==> src/rtl/mau_pkg.sv <==
// Shared types and helpers for the data-RAM load/store front end.
package mau_pkg;
  typedef enum logic [2:0] {IDLE, LOAD, MERGE_RD, WRITE, RESP} state_e;

  localparam logic [1:0] SZ_B = 2'b00;
  localparam logic [1:0] SZ_H = 2'b01;
  localparam logic [1:0] SZ_W = 2'b10;

  // Size 11 is illegal and always faults.
  function automatic logic misaligned(input logic [1:0] size, input logic [1:0] a);
    logic m;
    case (size)
      SZ_B:    m = 1'b0;
      SZ_H:    m = a[0];
      SZ_W:    m = (a != 2'b00);
      default: m = 1'b1;
    endcase
    return m;
  endfunction
endpackage

==> src/rtl/mau_lane.sv <==
// Byte/half lane extraction with sign/zero extension, and sub-word merge
// into a RAM word. Shared by the load and read-modify-write paths.
module mau_lane
  import mau_pkg::*;
(
  input  logic [31:0] word_i,
  input  logic [1:0]  lane_i,
  input  logic [1:0]  size_i,
  input  logic        unsigned_i,
  input  logic [31:0] wdata_i,
  output logic [31:0] load_o,
  output logic [31:0] merge_o
);
  logic [7:0]  byte_v;
  logic [15:0] half_v;
  logic        sx;

  always_comb begin
    byte_v  = word_i[{lane_i, 3'b000} +: 8];
    half_v  = lane_i[1] ? word_i[31:16] : word_i[15:0];
    sx      = 1'b0;
    load_o  = word_i;
    merge_o = word_i;
    case (size_i)
      SZ_B: begin
        sx     = ~unsigned_i & byte_v[7];
        load_o = {{24{sx}}, byte_v};
        merge_o[{lane_i, 3'b000} +: 8] = wdata_i[7:0];
      end
      SZ_H: begin
        sx     = ~unsigned_i & half_v[15];
        load_o = {{16{sx}}, half_v};
        if (lane_i[1]) merge_o[31:16] = wdata_i[15:0];
        else           merge_o[15:0]  = wdata_i[15:0];
      end
      default: ;
    endcase
  end
endmodule

==> src/rtl/mem_access_unit.sv <==
// Load/store front end for the word-wide data RAM: one request at a time,
// sub-word stores as read-modify-write, one-cycle response pulse.
module mem_access_unit
  import mau_pkg::*;
(
  input  logic        clk,
  input  logic        rst,
  input  logic        req_valid,
  output logic        req_ready,
  input  logic        req_we,
  input  logic [1:0]  req_size,
  input  logic        req_unsigned,
  input  logic [31:0] req_addr,
  input  logic [31:0] req_wdata,
  output logic        resp_valid,
  output logic [31:0] resp_rdata,
  output logic        misalign,
  output logic [9:0]  ram_addr,
  output logic [31:0] ram_d,
  output logic        ram_we,
  input  logic [31:0] ram_q
);
  state_e      state_q, state_d;
  logic        we_q, uns_q, mis_q;
  logic [1:0]  size_q;
  logic [11:0] addr_q;
  logic [31:0] wdata_q, merge_q, rdata_q;
  logic [31:0] lane_load, lane_merge;
  logic        accept, fault, in_resp;

  // Upper address bits are dropped: the RAM aliases every 4 KiB.
  logic unused_addr_hi;
  assign unused_addr_hi = ^req_addr[31:12];

  assign accept = req_valid && (state_q == IDLE);
  assign fault  = misaligned(req_size, req_addr[1:0]);

  mau_lane u_lane (
    .word_i     (ram_q),
    .lane_i     (addr_q[1:0]),
    .size_i     (size_q),
    .unsigned_i (uns_q),
    .wdata_i    (wdata_q),
    .load_o     (lane_load),
    .merge_o    (lane_merge)
  );

  always_comb begin
    state_d = state_q;
    case (state_q)
      IDLE: if (accept) begin
        if (fault)              state_d = RESP;
        else if (!req_we)       state_d = LOAD;
        else if (req_size == SZ_W) state_d = WRITE;
        else                    state_d = MERGE_RD;
      end
      LOAD:     state_d = RESP;
      MERGE_RD: state_d = WRITE;
      WRITE:    state_d = RESP;
      RESP:     state_d = IDLE;
      default:  state_d = IDLE;
    endcase
  end

  always_ff @(posedge clk) begin
    if (rst) begin
      state_q <= IDLE;
      we_q    <= 1'b0;
      uns_q   <= 1'b0;
      mis_q   <= 1'b0;
      size_q  <= 2'b00;
      addr_q  <= '0;
      wdata_q <= '0;
      merge_q <= '0;
      rdata_q <= '0;
    end else begin
      state_q <= state_d;
      if (accept) begin
        we_q    <= req_we;
        uns_q   <= req_unsigned;
        size_q  <= req_size;
        addr_q  <= req_addr[11:0];
        wdata_q <= req_wdata;
        mis_q   <= fault;
        rdata_q <= '0;
      end
      if (state_q == LOAD)     rdata_q <= lane_load;
      if (state_q == MERGE_RD) merge_q <= lane_merge;
    end
  end

  // Reset gates the RAM strobe and response combinationally so an aborted
  // access leaves no trace, even in the cycle reset is raised.
  assign in_resp    = (state_q == RESP) && !rst;
  assign req_ready  = (state_q == IDLE);
  assign resp_valid = in_resp;
  assign resp_rdata = in_resp ? rdata_q : '0;
  assign misalign   = in_resp && mis_q;
  assign ram_addr   = addr_q[11:2];
  assign ram_we     = (state_q == WRITE) && !rst && we_q;
  assign ram_d      = (state_q == WRITE) ? ((size_q == SZ_W) ? wdata_q : merge_q) : '0;
endmodule

==> config.mk <==
export PLATFORM = sky130hd
export DESIGN_NAME = mem_access_unit
export DESIGN_NICKNAME = d
export VERILOG_FILES = /design/src/rtl/mau_pkg.sv /design/src/rtl/mau_lane.sv /design/src/rtl/mem_access_unit.sv
export SDC_FILE = /design/constraint.sdc
export NUM_CORES = 1
export LEC_CHECK = 0
export BUFFER_PORTS_ARGS = -buffer_cell sky130_fd_sc_hd__buf_2
export CAP_MARGIN = 20
export CORE_MARGIN = 2
export CORE_UTILIZATION = 31
export CTS_CLUSTER_DIAMETER = 60
export DETAILED_ROUTE_END_ITERATION = 10
export MAX_ROUTING_LAYER = met4
export PLACE_DENSITY_LB_ADDON = 0.1
export SLEW_MARGIN = 10
export SYNTH_ARGS = -nofsm -noshare
export SYNTH_HDL_FRONTEND = slang
export SYNTH_HIERARCHICAL = 1
export SYNTH_SLANG_ARGS = --single-unit
==> constraint.sdc <==
create_clock -name clk -period 2.7 [get_ports clk]
set_clock_uncertainty 0.05 [all_clocks]
set_input_delay 0.675 -clock clk [delete_from_list [all_inputs] [get_ports clk]]
set_output_delay 0.675 -clock clk [all_outputs]
set_load 0.005 [all_outputs]
==> impl_metrics.tcl <==
set metrics [dict create \
    drc_errors 0 \
    fill_cells 2318 \
    r2r-start "addr_q[1]" \
    synth_edf_count 0 \
    synth-simple-area-share_pct 27.8 \
    htreeDepth 4 \
    cts_hold_buf 0 \
    end_kind "output pin" \
    insertion_delay_ps 420 \
    wl_um 23500 \
    max_stage_delay_ps 360 \
    syn-num-nets 1006 \
    ys.flop_type "dfxtp_1" \
    worst_slew_pin_slew_ps 767 \
    path_clk_slew_ps 60 \
    worstReg2RegEnd "merge_q[4]" \
    rsz0062_at_grt "no" \
    grt_usage_pct 21.5 \
    io_buffers 160 \
    io_pins 181 \
    final_util_pct 39.0 \
    cts_tree "yes" \
    synth-compound-area-share_pct 27.4 \
    crit_required_ps 1980 \
    gp_congestion 0.874 \
    critical_path_class "reg2out" \
    postRouteAntennaNets 0 \
    grt_pass1_vias 6302 \
    cts-root-buf "clkbuf_16" \
    syn_area_per_cell_um2 7.37 \
    use_met3_pct 4.09 \
    reg2reg_depth 7 \
    slew_viol_final 0 \
    post-route-min-period_ps 2480 \
    vias 6716 \
    met2_usage_pct 30.3 \
    min_period_over_period_pct 92.0 \
    stdcell_area_um2 8160 \
    powerDensity_nw_per_um2 624 \
    post_drt_wl_per_cell_um 18.0 \
    synth_fa_ha_area_share_pct 0.945 \
    place_area_um2 7560 \
    num_rows 53 \
    place_hpwl_um 16400 \
    clock_path_buffers 2 \
    crit_end "ram_d[15]" \
    drtIter0Drc 504 \
    hold_viol_final 0 \
    synth_seq_area_share_pct 35.1 \
    critPathLaunch "size_q[1]" \
    synthCells 898 \
    grt_max_degree 57 \
    slew_headroom_pct 48.8 \
    grt_pass1_wl_um 36300 \
    synthArstFlopShare_pct 0 \
    cap_viol_max_count 0 \
    gr-usage-met1_pct 30.6 \
    top_usage_layer "met1" \
    cp_data_arrival_time_ps 1760 \
    outcome "finished clean" \
    layout-drive-gt1-share_pct 23.5 \
    antenna_found_initial 2 \
    layout.nets 1119 \
    yosysWarnings 6 \
    fmax_ghz 0.403 \
    final.setup.tns_ps 0 \
    rrSetupSlack_ps 480 \
    clock-sinks 116 \
    synth_area_um2 6620 \
    synthMuxAreaShare_pct 1.66 \
    grt_overflow_total 0 \
    synthXorXnorAreaFrac_pct 0 \
    synth_seq_cells 116 \
    ir_worst_vdd_uv 430 \
    cts-buffers-inserted 17 \
    hp-class "reg2reg" \
    die_h_um 150 \
    start_util_pct 31.6 \
    dieArea_um2 22500 \
    cp-start-kind "register" \
    p_leak_nw 3.21 \
    netlist-cell-type-count 47 \
    synth_top_family_by_area "simple AND/OR/NAND/NOR gates" \
    path_max_fanout 32 \
    area_growth_pct 23.4 \
    crit_path_top_delay_cell "dfxtp_1" \
    avgViaCountPerCell 5.17 \
    fp.dieW_um 150 \
    hp-start "wdata_q[20]" \
    core_area_um2 21000 \
    firstDrtPassIters 5 \
    crit_chain "nor2b_2 > buf_4 > nand2_1 > a21oi_1 > buf_2" \
    setup_viol 0 \
]
==> worst min-delay path by stage <==
stage,to,depth (start not counted)
final,wdata_q[20],2
after global routing,merge_q[22],2
after CTS,wdata_q[17],2
after detailed placement,wdata_q[17],2
after global placement,we_q,2
after floorplan,we_q,2
==> synth_stat cells, drive strengths merged, types with 8 or more instances <==
library cell | count | area (um^2)
a21oi | 140 | 701
a221o | 14 | 140
a22o | 32 | 280
a22oi | 9 | 81.3
a32oi | 14 | 123
and2 | 34 | 213
buf | 47 | 275
clkbuf | 46 | 173
dfxtp | 116 | 2320
mux2i | 8 | 80.1
nand2 | 260 | 976
nand2b | 8 | 50.1
nand3 | 14 | 70.1
nand3b | 9 | 67.6
nor2 | 12 | 45.0
nor2b | 26 | 165
nor3b | 8 | 70.1
o211ai | 33 | 248
o21ai | 18 | 90.1
==> metal layers <==
metal	share of wire, %	vias to the layer above	wire length (um)
met4	1.9	0	454
met3	5.2	27	1220
met2	43	197	10200
met1	50	3140	11600
met5	0	-	0
li1	-	3352	-
==> metrics by stage <==
step | cells | hold slack [ps] | power, mW | setup WS [ps]
final | 1300 | 401 | 5.09 | 216
after global routing | 1300 | 423 | 5.33 | 98.2
after CTS | 1298 | 404 | 5.15 | 70.7
after detailed placement | 1267 | 397 | 2.83 | 345
after global placement | 1267 | 390 | 2.83 | 395
after floorplan | 898 | 382 | 2.52 | 323
==> worst max-delay path: cells and delay by family, from the launching register on <==
kind	cells	cell delay [ps]
AOI/OAI and AO/OA	1	210
DFF	1	360
buffers and inverters	2	510
and+or+nand+nor	2	240
==> cell families (layout without fill, tap and decap cells) <==
family | Yosys count | count (layout)
AND/OR/NAND/NOR | 391 | 391
AO/OA/AOI/OAI | 277 | 277
flip-flops | 116 | 116
buffers and inverters | 99 | 224
multiplexers | 10 | 10
adder cells (fa/ha/maj) | 5 | 5
other | 0 | 2
==> layout by cell type, fill, tap and decap left out, drive strengths merged, types with 5 or more instances in the layout <==
master	n
o211ai	33
dfxtp	116
o21ai	18
clkbuf	22
and2	34
inv	6
a21oi	140
mux2i	8
nor3	6
nand2b	8
a22oi	9
nor2	12
nor3b	8
nor2b	26
o221ai	7
a32oi	14
buf	187
a221o	14
a31oi	5
a22o	32
nand3b	9
nand3	14
ha	5
nand2	260
nor4b	5
==> state kept, by name, summed over array words and instances (netlist names) <==
name / count
addr_q: 12
rdata_q: 32
we_q: 1
state_q: 3
mis_q: 1
uns_q: 1
size_q: 2
merge_q: 32
wdata_q: 32
==> what timing repair did <==
action                     CTS  global route
buffers inserted             0             0
gates resized for setup      0             1
setup endpoints to repair    0             2
==> area by class of cell <==
class | count | area (um^2) | area share, %
Multi-Input combinational cell | 683 | 3860 | 47.3
Sequential cell | 116 | 2320 | 28.5
Timing Repair Buffer | 187 | 1020 | 12.4
Clock buffer | 22 | 464 | 5.69
Tap cell | 275 | 344 | 4.22
Clock inverter | 9 | 129 | 1.58
Inverter | 6 | 22.5 | 0.276
Antenna cell | 2 | 5.00 | 0.0613
==> where the power goes <==
group	switching, mW	internal [mW]	total (mW)	leakage, nW
Sequential	0.0854	1.80	1.89	0.945
Combinational	0.568	0.342	0.910	1.98
Clock	0.806	1.49	2.30	0.286
No activity file was read; power rests on OpenSTA's default activity.
